[config.mk]
export PLATFORM = sky130hd
export DESIGN_NAME = start_screen_sequencer
export DESIGN_NICKNAME = d
export VERILOG_FILES = /design/src/rtl/start_screen_sequencer_pkg.sv /design/src/rtl/start_screen_sequencer_color_scaler.sv /design/src/rtl/start_screen_sequencer.sv
export SDC_FILE = /design/constraint.sdc
export NUM_CORES = 1
export LEC_CHECK = 0
export ABC_AREA = 1
export BUFFER_PORTS_ARGS = -buffer_cell sky130_fd_sc_hd__buf_2
export CAP_MARGIN = 0
export CORE_UTILIZATION = 51
export DETAILED_ROUTE_END_ITERATION = 6
export PLACE_DENSITY = 0.73
export SYNTH_ARGS = -nofsm -noshare
export SYNTH_HDL_FRONTEND = slang
export SYNTH_SLANG_ARGS = --single-unit
[constraint.sdc]
create_clock -name clk -period 7.1 [get_ports clk]
set_clock_uncertainty 0.2 [all_clocks]
set_input_delay 1.775 -clock clk [delete_from_list [all_inputs] [get_ports clk]]
set_output_delay 1.775 -clock clk [all_outputs]
set_load 0.05 [all_outputs]
[src/rtl/start_screen_sequencer_pkg.sv]
// start_screen_sequencer_pkg: display constants and screen states shared by the start screen sequencer
package DisplayPkg;
    localparam int unsigned SVGA_WIDTH  = 800;
    localparam int unsigned SVGA_HEIGHT = 600;
    localparam logic [23:0] BG_COLOR    = 24'h000000;
    localparam logic [4:0]  BRIGHT_MAX  = 5'd16;

    typedef enum logic [2:0] {
        FADE_IN    = 3'd0,
        HOLD       = 3'd1,
        WAIT_START = 3'd2,
        FADE_OUT   = 3'd3,
        GAME       = 3'd4
    } screen_state_t;
endpackage

[src/rtl/start_screen_sequencer_color_scaler.sv]
// color_scaler: per-channel (ch*brightness)>>4 on a 24-bit RGB value; brightness 16 is unity gain
module color_scaler (
    input  logic [23:0] color,
    input  logic [4:0]  bright,
    output logic [23:0] scaled
);
    for (genvar c = 0; c < 3; c++) begin : g_ch
        assign scaled[8*c +: 8] = 8'((13'(color[8*c +: 8]) * 13'(bright)) >> 4);
    end
endmodule

[src/rtl/start_screen_sequencer.sv]
// start_screen_sequencer: frame-synchronous logo fade/hold/prompt/fade-out sequencer handing over to gameplay
// Optional feature: START_SKIP_EN lets a press during FADE_IN/HOLD jump straight to WAIT_START.
module start_screen_sequencer
    import DisplayPkg::*;
#(
    parameter int unsigned FADE_STEP_FRAMES = 4,
    parameter int unsigned HOLD_FRAMES      = 60,
    parameter int unsigned BLINK_FRAMES     = 30
) (
    input  logic        clk,
    input  logic        rst_l,
    input  logic [9:0]  VGA_row,
    input  logic [9:0]  VGA_col,
    input  logic        start_btn,
    input  logic        game_over,
    input  logic [23:0] logo_color,
    input  logic        logo_active,
    input  logic [23:0] game_color,
    output logic [23:0] output_color,
    output logic        prompt_visible,
    output logic        game_start,
    output logic [2:0]  screen_state
);
`ifdef START_SKIP_EN
    localparam bit SKIP = 1'b1;
`else
    localparam bit SKIP = 1'b0;
`endif
    localparam logic [15:0] FADE_LAST  = 16'(FADE_STEP_FRAMES - 1);
    localparam logic [15:0] HOLD_LAST  = 16'(HOLD_FRAMES - 1);
    localparam logic [15:0] BLINK_LAST = 16'(BLINK_FRAMES - 1);

    screen_state_t state_q, state_d;
    logic [4:0]  bright_q, bright_d;
    logic [15:0] cnt_q, cnt_d;
    logic        prompt_q, prompt_d;
    logic        gs_q, gs_d;
    logic        pend_q, pend_d;
    logic        go_q, go_d;
    logic        btn_q, btn_d;
    logic        fb, pend, go_seen;
    logic [23:0] scaled;

    assign fb      = (VGA_row == 10'(SVGA_HEIGHT - 1)) && (VGA_col == 10'(SVGA_WIDTH - 1));
    assign pend    = pend_q | (start_btn & ~btn_q);
    assign go_seen = go_q | (game_over && state_q == GAME);

    color_scaler u_scaler (
        .color  (logo_color),
        .bright (bright_q),
        .scaled (scaled)
    );

    assign output_color   = (state_q == GAME) ? game_color : logo_active ? scaled : BG_COLOR;
    assign prompt_visible = prompt_q;
    assign game_start     = gs_q;
    assign screen_state   = state_q;

    // Register all sequencer state; everything returns to its idle fade-in value on reset
    always_ff @(posedge clk or negedge rst_l) begin
        if (!rst_l) begin
            state_q  <= FADE_IN;
            bright_q <= '0;
            cnt_q    <= '0;
            prompt_q <= 1'b0;
            gs_q     <= 1'b0;
            pend_q   <= 1'b0;
            go_q     <= 1'b0;
            btn_q    <= 1'b0;
        end else begin
            state_q  <= state_d;
            bright_q <= bright_d;
            cnt_q    <= cnt_d;
            prompt_q <= prompt_d;
            gs_q     <= gs_d;
            pend_q   <= pend_d;
            go_q     <= go_d;
            btn_q    <= btn_d;
        end
    end

    // Next-state logic: latches press/game-over events between frames and steps the FSM only at frame boundaries
    always_comb begin
        state_d  = state_q;
        bright_d = bright_q;
        cnt_d    = cnt_q;
        prompt_d = prompt_q;
        gs_d     = 1'b0;
        btn_d    = start_btn;
        pend_d   = fb ? 1'b0 : pend;
        go_d     = fb ? 1'b0 : go_seen;
        if (fb) begin
            case (state_q)
                FADE_IN: begin
                    if (SKIP && pend) begin
                        state_d  = WAIT_START;
                        bright_d = BRIGHT_MAX;
                        prompt_d = 1'b1;
                        cnt_d    = '0;
                    end else if (cnt_q == FADE_LAST) begin
                        cnt_d    = '0;
                        bright_d = bright_q + 5'd1;
                        state_d  = (bright_q == BRIGHT_MAX - 5'd1) ? HOLD : FADE_IN;
                    end else begin
                        cnt_d = cnt_q + 16'd1;
                    end
                end
                HOLD: begin
                    if ((SKIP && pend) || cnt_q == HOLD_LAST) begin
                        state_d  = WAIT_START;
                        prompt_d = 1'b1;
                        cnt_d    = '0;
                    end else begin
                        cnt_d = cnt_q + 16'd1;
                    end
                end
                WAIT_START: begin
                    if (pend) begin
                        state_d  = FADE_OUT;
                        prompt_d = 1'b0;
                        cnt_d    = '0;
                    end else if (cnt_q == BLINK_LAST) begin
                        prompt_d = ~prompt_q;
                        cnt_d    = '0;
                    end else begin
                        cnt_d = cnt_q + 16'd1;
                    end
                end
                FADE_OUT: begin
                    if (cnt_q == FADE_LAST) begin
                        cnt_d    = '0;
                        bright_d = bright_q - 5'd1;
                        state_d  = (bright_q == 5'd1) ? GAME : FADE_OUT;
                        gs_d     = (bright_q == 5'd1);
                    end else begin
                        cnt_d = cnt_q + 16'd1;
                    end
                end
                GAME: begin
                    if (go_seen) begin
                        state_d  = FADE_IN;
                        bright_d = '0;
                        cnt_d    = '0;
                        prompt_d = 1'b0;
                    end
                end
                default: begin
                    state_d  = FADE_IN;
                    bright_d = '0;
                    cnt_d    = '0;
                    prompt_d = 1'b0;
                end
            endcase
        end
    end
endmodule

==> results.py <==
metrics = {
    "status": {
        "status": "completed",
    },
    "yosys": {
        "synth_edf_count": 0,
        "syn_nets": 1153,
        "ys_seq_area_share_pct": 12.0,
        "muxShareOfSynthArea_pct": 0,
        "async_flop_share_pct": 100,
        "synth_top_family_by_area": "simple AND/OR/NAND/NOR gates",
        "avgSynthCellArea_um2": 6.22,
        "ys_seq_elements": 29,
        "synth_ff_type": "dfrtp_1",
        "synth_fa_ha_area_share_pct": 28.3,
        "synth_cells": 972,
        "synth_area_um2": 6050,
        "synth-compound-area-share_pct": 6.02,
        "synth-simple-area-share_pct": 35.7,
        "ys_types": 37,
        "synth-xor-area-share_pct": 3.04,
        "ys_warn_count": 0,
    },
    "min_path": {
        "min_from": "prompt_visible",
        "hold-path-endpoint": "prompt_visible",
        "min_path_type": "register to register",
        "hold_depth": 2,
    },
    "setup_path": {
        "end_kind": "output port",
        "critPathMaxFanout": 5,
        "critPathRequiredTime_ps": 5120,
        "regToRegSetupSlack_ps": 4800,
        "reg2regPathDepth": 7,
        "path_class": "input port to output port",
        "critPathArrivalTime_ps": 4950,
        "r2r-start": "bright_q[0]",
        "start_kind": "input port",
        "r2r-end": "bright_q[4]",
    },
    "cts": {
        "clkTransAtPathRegs_ps": 50,
        "cts.sinks": 29,
        "cts_tree": "yes",
        "ctsHoldBuffers": 0,
        "cts_max_path_buffers": 2,
        "ctsRootBufferMaster": "clkbuf_16",
        "cts_inserted_buffers": 5,
        "h-tree-depth": 2,
        "clkLatencyLatePin_ps": 280,
    },
    "global_routing": {
        "grt-ovfl-total": 0,
        "antenna_found_initial": 0,
        "grt_start_max_net_pins": 30,
        "grt_pass1_vias": 5579,
        "track_usage_pct": 22.7,
        "grt_pass1_wl_um": 23900,
    },
    "timing": {
        "setup_viol": 0,
        "worstMarginPinSlew_ps": 955,
        "period_needed_ps": 6920,
        "setup_ws_ps": 175,
        "clock.fmax_mhz": 144,
        "finalMaxSlewViolations": 0,
        "max_slew_margin_pct": 36.3,
        "hold_viol": 0,
        "post-route-period-util_pct": 97.5,
        "rsz0062_at_grt": "yes",
    },
    "route": {
        "wl_met1_um": 6780,
        "first_pass_iters": 5,
        "drc": 0,
        "routed_wl_um": 13900,
        "drtAntennaViolNets": 0,
        "dr_wl_met3_um": 528,
        "drt_iter0_markers": 376,
        "wl_per_cell_um": 11.4,
        "via_per_inst": 4.95,
        "vias": 6018,
        "top_layer": "met4",
        "met2WireLength_um": 6530,
    },
    "final_layout": {
        "drive_above_1_share_pct": 15.4,
        "diodes": 0,
        "num-fill-cells": 1098,
        "area_growth_pct": 16.8,
        "final_util_pct": 61.6,
        "regArea_um2": 726,
        "multi_input_area_um2": 4570,
        "nets": 1253,
    },
    "run": {
        "maxCapViolCount": 0,
    },
    "pwr": {
        "cellLeakagePower_nw": 4.48,
        "power_density_nw_per_um2": 57.8,
        "ir_drop_mv": 0.104,
    },
    "die": {
        "io_pins": 102,
        "rows": 39,
        "dieWidth_um": 111,
        "dieArea_um2": 12300,
        "core_um2": 11500,
        "die_height_um": 111,
        "initial_utilization_pct": 52.8,
    },
    "place": {
        "numPortBuffers": 101,
        "detailed_place_hpwl_um": 10900,
        "place_congestion": 0.935,
        "place_ws_ps": 38.8,
    },
}
-- registers in the layout (all words and copies together) (netlist names) --
register        count
prompt_visible      1
screen_state        3
pend_q              1
bright_q            5
cnt_q              16
btn_q               1
game_start          1
go_q                1
-- per-stage QoR --
stage	instances	power (mW)	hold WS [ps]	instance area [µm²]	TNS, ps
4_1_cts	1216	0.413	298	6870	0
3_5_place_dp	1208	0.211	286	6740	0
5_1_grt	1216	0.425	324	7070	-138
6_report	1216	0.408	294	7070	0
2_1_floorplan	972	0.176	292	6050	0
3_3_place_gp	1208	0.211	280	6740	0
-- per-layer routing --
layer,GRT usage (%),vias to the layer above
li1,-,3146
met3,2.24,7
met4,2.84,0
met2,39.7,128
met5,0,-
met1,31.3,2737
-- logic make-up after synthesis --
logic type,count (synthesis)
DFF,29
xor gates and xnor gates,21
AOI/OAI and AO/OA,67
buffers and inverters,238
and+or+nand+nor,509
adders and majority gates,108
-- what timing repair did --
action	in CTS	in global routing
buffers inserted	0	0
setup endpoints to repair	0	16
endpoints found under the hold margin	0	0
resized for setup	0	42
-- worst max-delay path by stage --
stage	slack, ps	cells after the start	from	to
floorplan	20	16	logo_color[10]	output_color[15]
global placement	70	18	logo_color[2]	output_color[7]
detailed placement	40	18	logo_color[10]	output_color[15]
CTS	30	18	logo_color[10]	output_color[15]
global route	-80	18	logo_color[2]	output_color[5]
finish	180	18	logo_color[2]	output_color[7]
-- cell type report --
cell class                 count  area share, %
timing repair buffer         112           8.91
tap                          143           2.53
inverter                     219           11.6
multi-input combinational    705           64.7
sequential                    29           10.3
clock buffer                   8           1.93
-- where the power goes --
part	switching (mW)	leakage, nW	internal [mW]
Clock	0.0701	0.0652	0.130
Combinational	0.0251	4.08	0.0172
Sequential	0.0000705	0.335	0.166
Total	0.0953	4.48	0.313
-- synth_stat cells (3+ instances only) --
library cell / number / area [µm²]
nor2_1: 62 / 233
clkbuf_1: 12 / 45.0
inv_1: 211 / 792
buf_1: 5 / 18.8
nor3_1: 18 / 90.1
a21oi_1: 19 / 95.1
o21ai_0: 29 / 145
nand3_2: 3 / 30.0
fa_1: 48 / 961
nand2_1: 330 / 1240
o21ai_1: 9 / 45.0
nand2_2: 5 / 31.3
xor2_1: 11 / 96.3
nand3_1: 64 / 320
xnor2_1: 10 / 87.6
inv_2: 7 / 26.3
dfrtp_1: 29 / 726
nand4_1: 14 / 87.6
a21o_1: 3 / 22.5
ha_1: 60 / 751
-- cells in the final DEF, fill, tap and decap left out, types with 5 or more instances in the layout --
master,count
nand2_1,327
inv_1,210
buf_2,92
nand3_1,64
nor2_1,62
ha_1,51
fa_1,48
dfrtp_1,29
o21ai_0,21
nor3_1,16
a21oi_1,15
o21ai_1,15
nand4_1,14
buf_4,13
xor2_1,11
xnor2_1,10
ha_4,9
inv_2,8
nand2_2,8
a21oi_2,6
clkbuf_16,5
buf_6,5
-- worst max-delay path: stages --
cell and delay (ps):
buf_2 130, nand2_1 70, inv_1 70, fa_1 510
fa_1 560, inv_1 60, fa_1 530, inv_1 60
ha_4 250, a21o_1 170, nor2_1 120, nand2_2 90
nand2_1 70, nand2_1 60, nand2_1 60, nand2_1 50
o21ai_1 150, buf_6 180
Power figures use the tool's default switching activity.
